==> config.mk <==
export PLATFORM = sky130hd
export DESIGN_NAME = irq_ctrl
export DESIGN_NICKNAME = d
export VERILOG_FILES = /design/src/rtl/irq_pkg.sv /design/src/rtl/irq_ctrl_prio_enc.sv /design/src/rtl/irq_ctrl.sv
export SDC_FILE = /design/constraint.sdc
export NUM_CORES = 1
export LEC_CHECK = 0
export BUFFER_PORTS_ARGS = -buffer_cell sky130_fd_sc_hd__buf_2
export CAP_MARGIN = 20
export CORE_MARGIN = 2
export CORE_UTILIZATION = 42
export CTS_CLUSTER_DIAMETER = 100
export DETAILED_ROUTE_END_ITERATION = 8
export PLACE_DENSITY = 0.84
export SETUP_SLACK_MARGIN = 0.05
export SLEW_MARGIN = 15
export SYNTH_ARGS = -nofsm -noshare
export SYNTH_HDL_FRONTEND = slang
export SYNTH_SLANG_ARGS = --single-unit
==> constraint.sdc <==
create_clock -name clk -period 2 [get_ports clk]
set_input_delay 0.2 -clock clk [delete_from_list [all_inputs] [get_ports clk]]
set_output_delay 0.2 -clock clk [all_outputs]
set_load 0.02 [all_outputs]
==> src/rtl/irq_pkg.sv <==
// Shared constants for the interrupt controller: FSM encodings,
// register addresses on the 5-bit peripheral bus, and source limits.
package irq_pkg;

    localparam int IRQ_MAX_SRCS = 8;
    // Winner index width (enough for IRQ_MAX_SRCS sources).
    localparam int IRQ_WIN_W    = 3;
    // Stored active id; ACTIVE reads back {in_service, active_id}.
    localparam int IRQ_ID_W     = 4;

    localparam logic [1:0] IRQ_IDLE    = 2'd0;
    localparam logic [1:0] IRQ_REQ     = 2'd1;
    localparam logic [1:0] IRQ_SERVICE = 2'd2;

    localparam logic [4:0] IRQ_A_MASK   = 5'b11000;
    localparam logic [4:0] IRQ_A_PEND   = 5'b11001;
    localparam logic [4:0] IRQ_A_ACTIVE = 5'b11010;
    localparam logic [4:0] IRQ_A_EOI    = 5'b11011;

    typedef logic [IRQ_ID_W-1:0] irq_id_t;

endpackage

==> src/rtl/irq_ctrl_prio_enc.sv <==
// prio_enc: combinational fixed-priority encoder, lowest set index wins.
module prio_enc
    import irq_pkg::*;
#(
    parameter int SRCS = 4
) (
    input  logic [SRCS-1:0]      req,
    output logic [IRQ_WIN_W-1:0] id,
    output logic                 valid
);

    // Scan from the top down so the lowest set bit is written last.
    always_comb begin
        id = '0;
        for (int i = SRCS - 1; i >= 0; i--) begin
            if (req[i]) id = IRQ_WIN_W'(i);
        end
    end

    assign valid = |req;

endmodule

==> src/rtl/irq_ctrl.sv <==
// irq_ctrl: edge-latched, masked, fixed-priority interrupt controller
// driving the CPU EXL/IV inputs. Optional IRQ_SYNC_EN adds a 2-flop
// synchronizer on irq_in so raw asynchronous pads can be connected.
module irq_ctrl
    import irq_pkg::*;
#(
    parameter int SRCS = 4,
    parameter int wide = 32
) (
    input  logic            clk,
    input  logic            rst,
    input  logic [SRCS-1:0] irq_in,
    input  logic            we,
    input  logic [4:0]      addr,
    input  logic [wide-1:0] dataIn,
    input  logic            ack,
    output logic            EXL,
    output logic            IV,
    output logic [wide-1:0] rdata
);

    logic [SRCS-1:0]      irq_s, irq_q, rise, pending, mask, live, w1c, ack_clr;
    logic [1:0]           state, state_nx;
    logic [IRQ_WIN_W-1:0] win_id;
    logic                 win_vld, req, take;
    logic                 wr_mask, wr_pend, wr_eoi;
    irq_id_t              active_id;
    logic                 unused_data;

`ifdef IRQ_SYNC_EN
    logic [SRCS-1:0] sync1, sync2;

    // Two-flop synchronizer for asynchronous sources.
    always_ff @(posedge clk or negedge rst) begin
        if (!rst) begin
            sync1 <= '0;
            sync2 <= '0;
        end else begin
            sync1 <= irq_in;
            sync2 <= sync1;
        end
    end
    assign irq_s = sync2;
`else
    assign irq_s = irq_in;
`endif

    // Only dataIn[SRCS-1:0] carries register content.
    assign unused_data = ^dataIn;

    assign rise    = irq_s & ~irq_q;
    assign live    = pending & mask;
    assign req     = |live;
    assign wr_mask = we && (addr == IRQ_A_MASK);
    assign wr_pend = we && (addr == IRQ_A_PEND);
    // A simultaneous ack takes precedence; the EOI is dropped.
    assign wr_eoi  = we && (addr == IRQ_A_EOI) && !ack;
    assign take    = (state == IRQ_REQ) && req && ack;
    assign w1c     = wr_pend ? dataIn[SRCS-1:0] : '0;
    assign ack_clr = take ? (SRCS'(1) << win_id) : '0;

    prio_enc #(.SRCS(SRCS)) u_prio (
        .req   (live),
        .id    (win_id),
        .valid (win_vld)
    );

    // Edge capture and pending latch; a new edge wins over any clear.
    always_ff @(posedge clk or negedge rst) begin
        if (!rst) begin
            irq_q   <= '0;
            pending <= '0;
        end else begin
            irq_q   <= irq_s;
            pending <= (pending & ~w1c & ~ack_clr) | rise;
        end
    end

    // Software mask register.
    always_ff @(posedge clk or negedge rst) begin
        if (!rst)         mask <= '0;
        else if (wr_mask) mask <= dataIn[SRCS-1:0];
    end

    // Next-state logic: REQ drops back if the request is withdrawn.
    always_comb begin
        state_nx = state;
        case (state)
            IRQ_IDLE:    if (req) state_nx = IRQ_REQ;
            IRQ_REQ:     if (!req) state_nx = IRQ_IDLE;
                         else if (ack) state_nx = IRQ_SERVICE;
            IRQ_SERVICE: if (wr_eoi) state_nx = IRQ_IDLE;
            default:     state_nx = IRQ_IDLE;
        endcase
    end

    // State and captured winner id.
    always_ff @(posedge clk or negedge rst) begin
        if (!rst) begin
            state     <= IRQ_IDLE;
            active_id <= '0;
        end else begin
            state <= state_nx;
            if (take) active_id <= irq_id_t'(win_id);
        end
    end

    assign EXL = (state == IRQ_REQ);
    assign IV  = EXL && win_vld && (win_id != '0);

    // Register read mux; EOI and unmapped addresses read as zero.
    always_comb begin
        rdata = '0;
        case (addr)
            IRQ_A_MASK:   rdata = wide'(mask);
            IRQ_A_PEND:   rdata = wide'(pending);
            IRQ_A_ACTIVE: rdata = wide'({state == IRQ_SERVICE, active_id});
            default:      rdata = '0;
        endcase
    end

endmodule

==> results of run 1 <==
## critical path: cells and delay by family, from the launching register on
| kind | cells | cell delay, ns |
|---|---|---|
| compound gates | 2 | 0.43 |
| simple gates | 1 | 0.07 |
| buf+inv | 1 | 0.16 |
| flops | 1 | 0.42 |
## layer usage
layer | wire length [µm] | vias to the layer above | global-route usage, %
met5 | 0 | - | 0
met4 | 19 | 0 | 8.97
met3 | 143 | 2 | 0.833
met2 | 966 | 44 | 26.5
met1 | 811 | 379 | 17.0
li1 | - | 369 | -
## power by group through the flow
| stage | Sequential (W) | Clock, W | Combinational (W) |
|---|---|---|---|
| after floorplan | 0.000457 | 0 | 0.000301 |
| after global placement | 0.000471 | 0 | 0.000331 |
| after detailed placement | 0.000478 | 0 | 0.000342 |
| after CTS | 0.000471 | 0.000168 | 0.000344 |
| after global routing | 0.000484 | 0.000187 | 0.000376 |
| final | 0.000473 | 0.000161 | 0.000344 |
## cells by family after synthesis
logic type	share of synthesized area, %
other	0.362
AO/OA/AOI/OAI	10.9
AND/OR/NAND/NOR	18.5
multiplexers	9.67
buffers and inverters	21.9
flip-flops	38.7
## worst paths after layout
| path | from | end | slack, ns | cells after the start |
|---|---|---|---|---|
| max | pending[3]$_DFF_PN0_ | IV | 0.44 | 4 |
| min | irq_in[0] | irq_q[0]$_DFF_PN0_ | 0.04 | 1 |
| min in group asynchronous | rst | pending[2]$_DFF_PN0_ | 0.35 | 2 |
| max reg2reg | mask[1]$_DFFE_PN0P_ | active_id[0]$_DFFE_PN0P_ | 0.63 | 4 |
| min reg2reg | state[1]$_DFFE_PN0P_ | state[0]$_DFFE_PN0P_ | 0.49 | 1 |
| max in group asynchronous | rst | active_id[0]$_DFFE_PN0P_ | 1.39 | 2 |
## state kept, by name, indices dropped and copies added, names as in the netlist
name / count
state: 2
active_id: 2
mask: 4
irq_q: 4
pending: 4
## metrics by stage
stage / power (W) / std cells
after global routing: 0.00105 / 160
after floorplan: 0.000758 / 133
final: 0.000979 / 160
after CTS: 0.000983 / 160
after global placement: 0.000802 / 156
after detailed placement: 0.000820 / 156
## cell usage in the layout (no fill, tap or decap), drive strengths merged, types with 2 or more instances in the layout
master / instances
a21oi: 5
a22o: 2
nand3: 2
clkbuf: 3
nand3b: 2
inv: 5
conb: 27
nand2: 11
nor2b: 2
a32o: 4
nor2: 10
dfrtp: 16
mux2i: 4
buf: 23
mux2: 4
## layout make-up
type	count	area (µm²)	area share, %
multi-input combinational	84	505	45.6
sequential	16	400	36.2
timing repair buffer	24	125	11.3
tap	28	35.0	3.16
clock buffer	3	22.5	2.03
inverter	5	18.8	1.69
## timing repair
item,4_1_cts,5_1_grt
setup buffers,0,0
gates resized for setup,0,0
hold buffers,1,0
setup endpoints to repair,0,0
endpoints found under the hold margin,16,0
==> summary.md, run 1 <==
| Metric | Value |
|---|---|
| Utilization after layout | `48.7%` |
| Clock Sinks | `16` |
| Fmax | `0.643 GHz` |
| Antenna diodes | `0` |
| Post-route clock period utilization | `77.8%` |
| Synth top area share | `38.7%` |
| Setup crit start kind | `flip-flop` |
| Worst Setup End Kind | `output port` |
| Pwr/cell area | `884 nW/µm²` |
| Post-Layout Inst Area | `1110 µm²` |
| Largest net degree at the start of global routing | `17` |
| Worst Hold Class | `in2reg` |
| Most frequent cell after synthesis | `buf_4` |
| Worst-path clk slew | `0.08 ns` |
| Initial Util | `45.5%` |
| Ys async rst share | `100%` |
| WS Path Type | `reg2out` |
| Core ar. | `2280 µm²` |
| Root Driver | `clkbuf_4` |
| Area Growth Syn to Fin | `7.01%` |
| # IOs | `79` |
| Initial antenna violation count | `0` |
| Grt ovf | `0` |
| Switching Fraction | `37.8%` |
| Placed inst area | `1070 µm²` |
| Die area | `2880 µm²` |
| Seq/Total Area, Yosys | `38.7%` |
| Via total after detailed routing | `794` |
| Width of the die | `53.6 µm` |
| Fill count | `211` |
| Pleak | `0.561 nW` |
| Layout cell share with drive strength beyond 1 | `24.2%` |
| Drt pass-1 iters | `4` |
| Clk_lat worst skew | `0.28 ns` |
| Synth Cell Area | `1030 µm²` |
| Cell Chain, Critical Path | `a22o_1 > a21oi_1 > nor2_1 > buf_2` |
| Final WS setup | `0.444 ns` |
| EDFF count, synth | `0` |
| Top FF cell, synth | `dfrtp_1` |
| Minimum clock period | `1.56 ns` |
| GRT Util Overall | `14.7%` |
| Unrepaired setup endpoints after global routing | `false` |
| Final antenna-violating net count | `0` |
| Switching power | `0.000370 W` |
| Port buffer count | `23` |
| Routed len/inst | `12.1 µm` |
| Worst vdd ir | `0.404 mV` |
| Drt total wl | `1940 µm` |
| Post-Synthesis Cells | `107` |
| Worst Path Required | `1.80 ns` |
| Register share of total power | `48.3%` |
| Crit path arrival time | `1.36 ns` |
| Comb power frac | `35.2%` |
| Mean Syn Cell Area | `9.67 µm²` |
| Final clock skew | `0.000474 ns` |
| Final #Nets | `179` |
| GP Congestion | `0.902` |
| Worst-path fanout max | `4` |
| Number of global-route vias before repair | `726` |
| Pint | `0.000609 W` |
| Critical path's slowest cell | `dfrtp_1` |
| Via density | `4.96` |
| Synth warn | `0` |
| Final Setup Violations | `0` |
| Initial DRC Count | `15` |
| TritonCTS clock tree | `yes` |
| Setup TNS | `0 ns` |
| Fin. Hold Viols | `0` |
| Dpl ws | `0.544 ns` |
| H-Tree Depth | `1` |
| Largest area contributor in the netlist | `dfrtp_1` |
| Final Max Tran Viols | `0` |
| Row cnt | `17` |
| First-pass GRT wire length | `3010 µm` |
| Max stage delay on crit path | `0.42 ns` |
| DP HPWL | `1590 µm` |
| CTS buffer count | `3` |
| DRC Markers | `0` |
| Clk buf depth | `2` |
| Outcome | `finished clean` |
| Main area contributors after synthesis | `dfrtp_1 (39%), buf_4 (20%), mux2_4 (5.8%)` |
| Post-synth top cells | `buf_4 (27), dfrtp_1 (16), nand2_1 (11)` |
| #FFs+latches synth | `16` |
| Clock power frac | `16.5%` |
| Max Cap Viol | `0` |
| Post-synth cell types | `26` |
| Worst Hold Slack | `0.0407 ns` |
| Die H | `53.6 µm` |
Note: power is estimated with default switching activity, not from simulation.
==> run 2: changes to the inputs <==
- CORE_UTILIZATION: 42 -> 35
- PLACE_DENSITY: 0.84 -> 0.75
- clock period: 2 -> 1.3 ns (I/O delays scaled with it)
==> run 2 against run 1 <==
  * The flow now finishes with violations (negative setup slack)
  * Worst setup slack got worse by 0.68 ns
  * Power up 130%
  * Sequential share of layout area shrank 9.9 points
  * Wire length grew 39%
  * Non-clock buffer count up 33
  * Via count increased by 17%
  * Sequential cell count unchanged
  * Cell count increased by 23%
  * Critical path type unchanged
  * Largest power group is now combinational logic
==> summary.md, run 2 (same netlist as run 1, synthesis figures left out) <==
| Metric | Value |
|---|---|
| Final WS setup | `-0.240 ns (was 0.444 ns)` |
| R2R setup slack | `-0.10 ns (was 0.63 ns)` |
| Initial Util | `37.2% (was 45.5%)` |
| Worst r2r path cells | `5 (was 4)` |
| Outcome | `complete, but fails checks (was finished clean)` |
| Most common cell after layout, fill and taps aside | `conb_1 (unchanged)` |
| Final Setup Violations | `9 (was 0)` |
| Clk_lat worst skew | `0.29 ns (was 0.28 ns)` |
| Drt total wl | `2700 µm (was 1940 µm)` |
| Post-Layout Cell Count | `197 (was 160)` |
| Final Max Tran Viols | `0 (unchanged)` |
| Layout cell share with drive strength beyond 1 | `46.4% (was 24.2%)` |
| Width of the die | `58.4 µm (was 53.6 µm)` |
| Fmax | `0.649 GHz` |
| Worst hold start | `ack (was irq_in[0])` |
| Clk buf depth | `2 (unchanged)` |
| Unrepaired setup endpoints after global routing | `true (was false)` |
| GP Congestion | `0.766 (was 0.902)` |
| DP HPWL | `1690 µm (was 1590 µm)` |
| Met1 Track Usage GR | `18.3% (was 17.0%)` |
| Worst Path Required | `1.17 ns (was 1.80 ns)` |
| # IOs | `79 (unchanged)` |
| Max stage delay on crit path | `0.40 ns (was 0.42 ns)` |
| Fin. Hold Viols | `0 (unchanged)` |
| Multi-input logic area | `578 µm² (was 505 µm²)` |
| FF+latch area | `402 µm² (was 400 µm²)` |
| CP top delay family | `flip-flops (was compound AO/OA/AOI/OAI gates)` |
| Row cnt | `19 (was 17)` |
| Met2 Use GR | `26.8% (was 26.5%)` |
| Final clock skew | `0.00408 ns (was 0.000474 ns)` |
| Die H | `58.4 µm (was 53.6 µm)` |
| Worst Hold Class | `in2reg (unchanged)` |
| Pint | `0.00146 W (was 0.000609 W)` |
| WP buf/inv | `2 (was 1)` |
| Die area | `3410 µm² (was 2880 µm²)` |
| Post-route clock period utilization | `118%` |
| Core ar. | `2780 µm² (was 2280 µm²)` |
| Max Cap Viol | `0 (unchanged)` |
| Worst-path fanout max | `2 (was 4)` |
| Clock Sinks | `16 (unchanged)` |
| Routed len/inst | `13.7 µm (was 12.1 µm)` |
| Largest net degree at the start of global routing | `17 (unchanged)` |
| H-Tree Depth | `1 (unchanged)` |
| Grt ovf | `0 (unchanged)` |
| Number of global-route vias before repair | `860 (was 726)` |
| Minimum clock period | `1.54 ns` |
| Most Crowded Layer GR | `met2 (unchanged)` |
| Fill count | `229 (was 211)` |
| Placed cells | `171 (was 156)` |
| Utilization after layout | `54.9% (was 48.7%)` |
| Most used cell, CP | `buf_6` |
| Dpl ws | `-0.0554 ns (was 0.544 ns)` |
| Worst Setup End Kind | `output port (unchanged)` |
| Failing checks | `negative setup slack` |
| Setup crit start kind | `flip-flop (unchanged)` |
| Final #Nets | `212 (was 179)` |
| Hold Path End | `state[0]$_DFFE_PN0P_ (was irq_q[0]$_DFF_PN0_)` |
| Met3 global-route usage | `2.64% (was 0.833%)` |
| Switching power | `0.000815 W (was 0.000370 W)` |
| Via density | `4.71 (was 4.96)` |
| Port buffer count | `23 (unchanged)` |
| Cell count of the worst hold path | `2 (was 1)` |
| First-pass GRT wire length | `4010 µm (was 3010 µm)` |
| Root Driver | `clkbuf_4 (unchanged)` |
| Pleak | `0.754 nW (was 0.561 nW)` |
| Antenna diodes | `0 (unchanged)` |
| Reg2Reg Capture Point | `active_id[0]$_DFFE_PN0P_ (unchanged)` |
| Via total after detailed routing | `927 (was 794)` |
| Clock power frac | `14.9% (was 16.5%)` |
| Register share of total power | `31.0% (was 48.3%)` |
| Pwr/cell area | `1490 nW/µm² (was 884 nW/µm²)` |
| Crit path arrival time | `1.41 ns (was 1.36 ns)` |
| Worst r2r src | `mask[2]$_DFFE_PN0P_ (was mask[1]$_DFFE_PN0P_)` |
| Comb power frac | `54.1% (was 35.2%)` |
| Switching Fraction | `35.7% (was 37.8%)` |
| TritonCTS clock tree | `yes (unchanged)` |
| Cell Chain, Critical Path | `a22o_1 > buf_6 > a21oi_4 > nor2_2 > buf_6 (was a22o_1 > a21oi_1 > nor2_1 > buf_2)` |
| Area Growth Syn to Fin | `47.6% (was 7.01%)` |
| CTS buffer count | `3 (unchanged)` |
| Top flop regs | `irq_q: 4 flops, mask: 4 flops, pending: 4 flops (unchanged)` |
| Critical path's slowest cell | `dfrtp_1 (unchanged)` |
| Drt pass-1 iters | `4 (unchanged)` |
| Most frequent cells in the layout | `conb_1 (27), buf_4 (20), buf_2 (17), dfrtp_1 (15), buf_6 (15) (was conb_1 (27), buf_2 (23), dfrtp_1 (16), nand2_1 (11), nor2_1 (10))` |
| Worst-path clk slew | `0.10 ns (was 0.08 ns)` |
| Final antenna-violating net count | `0 (unchanged)` |
| Worst vdd ir | `0.980 mV (was 0.404 mV)` |
| WS Path Type | `reg2out (unchanged)` |
| Initial antenna violation count | `0 (unchanged)` |
| DRC Markers | `0 (unchanged)` |
| GRT Util Overall | `15.6% (was 14.7%)` |
| Initial DRC Count | `13 (was 15)` |
-- run 2: per-stage QoR --
stage / hold WS, ns / TNS, ns / cell area, µm² / total power, W
2_1_floorplan: -0.166 / 0 / 1140 / 0.00120
3_3_place_gp: 0.0540 / -0.210 / 1180 / 0.00138
3_5_place_dp: 0.0630 / -0.262 / 1180 / 0.00141
4_1_cts: 0.0520 / -0.771 / 1410 / 0.00203
5_1_grt: 0.0677 / -1.45 / 1530 / 0.00239
6_report: 0.0538 / -0.992 / 1530 / 0.00228
-- run 2: power groups by stage --
stage / Clock [W] / Combinational, W / Sequential (W)
after floorplan: 0 / 0.000486 / 0.000709
after global placement: 0 / 0.000678 / 0.000702
after detailed placement: 0 / 0.000695 / 0.000714
after CTS: 0.000344 / 0.000990 / 0.000699
after global routing: 0.000359 / 0.00131 / 0.000718
final: 0.000340 / 0.00123 / 0.000707
-- run 2: worst reg2reg max path, cell delays in order (launching register included) --
cell and delay (ns):
dfrtp_1 0.39, a22o_1 0.19, buf_4 0.14, nor2_4 0.04
or4b_1 0.51, nand2_1 0.09
-- run 2: final cells by class --
| cell class | instances | share of cell area [%] |
|---|---|---|
| clock buffers | 4 | 2.38 |
| inverters | 5 | 1.23 |
| multi-input cells | 84 | 37.8 |
| flip-flops and latches | 16 | 26.3 |
| well taps | 31 | 2.54 |
| repair buffers | 57 | 29.7 |
-- run 2: how the worst max path moves through the flow --
| stage | start | depth (start not counted) | to |
|---|---|---|---|
| 5_1_grt | mask[1]$_DFFE_PN0P_ | 6 | rdata[1] |
| 3_5_place_dp | addr[2] | 4 | mask[2]$_DFFE_PN0P_ |
| 3_3_place_gp | addr[2] | 4 | mask[0]$_DFFE_PN0P_ |
| 6_report | pending[3]$_DFF_PN0_ | 5 | IV |
| 2_1_floorplan | state[1]$_DFFE_PN0P_ | 2 | rdata[4] |
| 4_1_cts | mask[3]$_DFFE_PN0P_ | 5 | IV |
-- run 2: metal layers --
metal  vias up  wire, µm
met2        39      1370
met4         0        95
met3         9       155
met1       449      1090
met5         -         0
li1        430         -
-- run 2: what timing repair did --
action	4_1_cts	5_1_grt
hold endpoints to repair	20	0
endpoints found under the setup margin	10	15
hold buffers	5	0
resized for setup	20	17
cloned	0	0
setup buffers	10	9
pin swaps	16	4
